**config.mk**
```make
export PLATFORM = sky130hd
export DESIGN_NAME = regwb_queue
export DESIGN_NICKNAME = d
export VERILOG_FILES = /design/src/rtl/regwb_queue.sv
export SDC_FILE = /design/constraint.sdc
export NUM_CORES = 1
export LEC_CHECK = 0
export CELL_PAD_IN_SITES_DETAIL_PLACEMENT = 1
export CELL_PAD_IN_SITES_GLOBAL_PLACEMENT = 1
export CORE_ASPECT_RATIO = 1.2
export CORE_MARGIN = 2
export CORE_UTILIZATION = 45
export CTS_CLUSTER_DIAMETER = 50
export DETAILED_ROUTE_END_ITERATION = 16
export PLACE_DENSITY = 0.86
export SLEW_MARGIN = 20
export SYNTH_ARGS = -nofsm -noshare
export SYNTH_HDL_FRONTEND = slang
export SYNTH_SLANG_ARGS = --single-unit
```
**constraint.sdc**
```tcl
create_clock -name clock -period 4 [get_ports clock]
set_input_delay 0.8 -clock clock [delete_from_list [all_inputs] [get_ports clock]]
set_output_delay 0.8 -clock clock [all_outputs]
set_load 0.03 [all_outputs]
```
**src/rtl/regwb_queue.sv**
```systemverilog
// In-order register-file write-back queue with youngest-match read forwarding.
// An entry is on the write port the cycle after it is pushed into an empty queue; in_ready drops only when all DEPTH slots are held.
module regwb_queue #(
  parameter int DEPTH  = 4,
  parameter int DATA_W = 32,
  parameter int ADDR_W = 5
) (
  input  logic                       clock,
  input  logic                       reset,
  input  logic                       in_valid,
  output logic                       in_ready,
  input  logic [ADDR_W-1:0]          in_rd,
  input  logic [DATA_W-1:0]          in_data,
  input  logic                       wb_en,
  output logic                       writereg,
  output logic [ADDR_W-1:0]          rd,
  output logic [DATA_W-1:0]          writedata,
  input  logic [ADDR_W-1:0]          rs1,
  input  logic [ADDR_W-1:0]          rs2,
  output logic                       fwd1_hit,
  output logic                       fwd2_hit,
  output logic [DATA_W-1:0]          fwd1_data,
  output logic [DATA_W-1:0]          fwd2_data,
  output logic [$clog2(DEPTH):0]     count,
  output logic                       empty
);

  localparam int PW = $clog2(DEPTH);
  localparam int CW = PW + 1;

  typedef struct packed {
    logic [ADDR_W-1:0] rd;
    logic [DATA_W-1:0] data;
  } entry_t;

  entry_t          mem [DEPTH];
  logic [PW-1:0]   head;
  logic [PW-1:0]   tail;
  logic [PW-1:0]   idx;
  logic            push;
  logic            enq;
  logic            pop;

  assign empty     = (count == '0);
  assign in_ready  = (count < CW'(DEPTH));
  assign push      = in_valid & in_ready;
  // x0 completes the handshake but never occupies a slot
  assign enq       = push & (in_rd != '0);
  assign writereg  = !empty & wb_en;
  assign pop       = writereg;
  assign rd        = empty ? '0 : mem[head].rd;
  assign writedata = empty ? '0 : mem[head].data;

  always_ff @(posedge clock or negedge reset) begin
    if (!reset) begin
      head  <= '0;
      tail  <= '0;
      count <= '0;
      for (int i = 0; i < DEPTH; i++) mem[i] <= '0;
    end else begin
      if (enq) begin
        mem[tail] <= '{rd: in_rd, data: in_data};
        tail      <= tail + PW'(1);
      end
      if (pop) head <= head + PW'(1);
      case ({enq, pop})
        2'b10:   count <= count + CW'(1);
        2'b01:   count <= count - CW'(1);
        default: count <= count;
      endcase
    end
  end

  // Walk oldest to youngest so the last match seen is the youngest
  always_comb begin
    fwd1_hit  = 1'b0;
    fwd2_hit  = 1'b0;
    fwd1_data = '0;
    fwd2_data = '0;
    idx       = '0;
    for (int i = 0; i < DEPTH; i++) begin
      idx = head + PW'(i);
      if (CW'(i) < count) begin
        if (rs1 != '0 && mem[idx].rd == rs1) begin
          fwd1_hit  = 1'b1;
          fwd1_data = mem[idx].data;
        end
        if (rs2 != '0 && mem[idx].rd == rs2) begin
          fwd2_hit  = 1'b1;
          fwd2_data = mem[idx].data;
        end
      end
    end
  end

endmodule

```
==> results.md <==
- Number of global-route vias before repair: roughly 13,000
- Total wire length: 57.1 mm
- Cts hold-fix bufs: 0
- Largest net degree at the start of global routing: about 100
- R2r setup slk: around 1.7 ns
- Tot GR Track Use: a little over a third
- Slew Viols, Final: 0
- Drt initial violations: 1,073
- First-pass GRT wire length: between 70 and 80 mm
- Area growth syn-to-layout: 35.7%
- # IOs: 160
- Layout cell share with drive strength beyond 1: roughly 57%
- Clock Latency Late Sink: roughly 0.45 ns
- Antenna-violating nets left: 0
- CP peak stage delay: between 0.6 and 0.7 ns
- CP max-delay cell: mux4_2
- H-tree depth: 4
- Width of the chip: 160 um
- Kind of end point of the critical path: primary output
- CP startpoint kind: flop
- Sequential fraction of the synthesis area: 29.6%
- Number of synthesized flops with an enable pin: 0
- Worst EP arrival: around 4.0 ns
- Global route overflow: 0
- FF-to-FF End: count[2]
- Area share of the largest cell type after synthesis: 29.6%
- FMAX: between 0.2 and 0.25 GHz
- Unique masters post-synth: 56
- Final-layout fill cell count: about 2,700
- Most common library cells after synthesis: dfrtp_1 (155), mux2_2 (151), mux4_2 (142)
- Worst slew pin tran: about 0.94 ns
- Fin crit period: between 4 and 5 ns
- Final hold slack: between 0.4 and 0.5 ns
- Endpoints failing hold: 0
- CP Data Required Time: 3.20 ns
- Worst-path clk slew: 0.07 ns
- Worst path cell trace: buf_4 -> mux4_2 -> and2_1 -> o211ai_1 -> buf_4 -> buf_4 -> nor3b_4 -> mux2i_2 -> a211oi_2 -> buf_4 -> buf_12
- Syn Inst Count: roughly 1,000
- Synth area leaders: dfrtp_1 (30%), mux4_2 (24%), mux2_2 (13%)
- Sink Count: ~160
- TritonRoute pass-1 iters: 6
- Die area: 30,500 um^2
- Worst Reg-to-Reg Cells: 9
- YS warnings: 0
- Multi-input logic area: 9320 um^2
- Via count: 11,952
- CTS Root Cell: clkbuf_16
- Relative slew slack: about 37%
- DPL Wire Length: 29.8 mm
- Initial antenna violation count: 1
- Netlist area before placement: 13,100 um^2
- Final nets: around 1,300
- Core box area: 28,700 um^2
- Crit-path leading delay family: multiplexers
- CP Class: reg -> out
- Die Span Y: ~190 um
- Syn_nets: 1,086
- CP most frequent cell: buf_4
- Final Worst Setup Slack: -0.765 ns
- RSZ-0062 raised after global routing: yes
- # DRC: 0
- Count leader, synth: dfrtp_1
- Top_reg_cell synth: dfrtp_1
- Synth area leader: dfrtp_1
- Reg2Reg Launch Point: count[0]
- Max_cap viols: 0
- #FFs+latches synth: 155
- Avg Cell Area, Syn: roughly 13 um^2
- # rows: just under 70
- Status: finished with violations
- Failing checks: setup timing
- Drt via density: between 7 and 8
- CP max FO: 6
- Placer Congestion: between 0.9 and 1
- Post-DR wirelength/cell: between 30 and 40 um
- # port buffers: 159
- Worst hold path class: in -> async
- Register area: about 3900 um^2
- Initial core utilization: between 40% and 50%
- Clk_skew: 0.00899 ns
- Setup violators final: 65
- Crit path buffers/inverters: 5
- Clk buf depth: 2
- Final period utilization: 119%
- Share of flip-flops with an asynchronous set or reset: 100%
- CTS Buf Count: 17
- CTS tree: yes
[worst reg2reg max path, stage by stage (launching register included)]
cell and delay (ns):
dfrtp_1 0.44, inv_1 0.15, ha_1 0.16, nor2b_4 0.33
buf_12 0.26, nor2b_1 0.10, buf_4 0.17, ha_1 0.36
nor2_1 0.15, xnor2_1 0.13
[worst max path at each step]
stage / cells after the start / from / endpoint
finish: 11 / head[0] / fwd1_data[0]
global route: 11 / head[0] / fwd1_data[0]
CTS: 12 / head[0] / fwd2_data[11]
detailed placement: 10 / rs1[1] / fwd1_data[18]
global placement: 10 / rs1[1] / fwd1_data[15]
floorplan: 8 / rs1[1] / fwd1_data[0]
[placed cells by master, fill, tap and decap left out, types with 26 or more instances in the layout]
cell / count
xnor2_1: 26
mux2i_1: 42
mux4_2: 143
o31ai_2: 30
nor2b_1: 38
buf_4: 144
mux2_2: 151
nand2_1: 39
nor2_1: 62
buf_6: 28
dfrtp_1: 153
buf_12: 33
clkdlybuf4s50_1: 89
[registers in the layout, indices dropped and copies added (netlist names)]
name   cells
mem      148
count      3
tail       2
head       2
[per-layer routing]
| metal | vias up | wire length, um | share of wire [%] | global-route usage (%) |
|---|---|---|---|---|
| li1 | 4504 | - | - | - |
| met4 | 0 | 4270 | 7.5 | 23.2 |
| met3 | 351 | 5080 | 8.9 | 6.94 |
| met2 | 1003 | 27900 | 49 | 59.3 |
| met1 | 6094 | 19800 | 35 | 39.8 |
| met5 | - | 0 | 0 | 0 |
[cell families after synthesis]
group / Yosys count / share of synthesized area, %
buffers and inverters: 119 / 4.46
xor gates and xnor gates: 41 / 2.74
and+or+nand+nor: 242 / 11.2
AOI/OAI and AO/OA: 121 / 9.83
DFF: 155 / 29.6
adders and majority gates: 8 / 0.765
muxes: 341 / 41.4
[stage by stage]
| step | setup TNS, ns | instances | setup slack, ns | cell area (um^2) | util [%] |
|---|---|---|---|---|---|
| floorplan | 0 | 1027 | 0.175 | 13100 | - |
| global placement | -7.63 | 1563 | -0.349 | 15600 | 54.5 |
| detailed placement | -9.19 | 1563 | -0.296 | 15600 | 54.5 |
| CTS | -9.12 | 1639 | -0.245 | 17300 | 60.5 |
| global route | -25.79 | 1654 | -0.618 | 17800 | 61.9 |
| finish | -24.35 | 1654 | -0.765 | 17800 | 61.9 |
[final cells by class]
| cell class | instances | area share [%] |
|---|---|---|
| clock buffer | 19 | 2.49 |
| sequential | 155 | 21.9 |
| clock inverter | 12 | 0.930 |
| timing repair buffer | 316 | 19.2 |
| tap | 385 | 2.71 |
| antenna | 1 | 0.0141 |
| inverter | 13 | 0.275 |
| multi-input combinational | 753 | 52.5 |
[repair_timing]
| action | 4_1_cts | 5_1_grt |
|---|---|---|
| cloned | 8 | 2 |
| pin swaps | 35 | 29 |
| setup buffers | 37 | 12 |
| resized for setup | 114 | 49 |
| endpoints found under the setup margin | 67 | 91 |
Power is not shown: default switching activity piles up to over one toggle a cycle in this logic, so the estimate is an artifact.
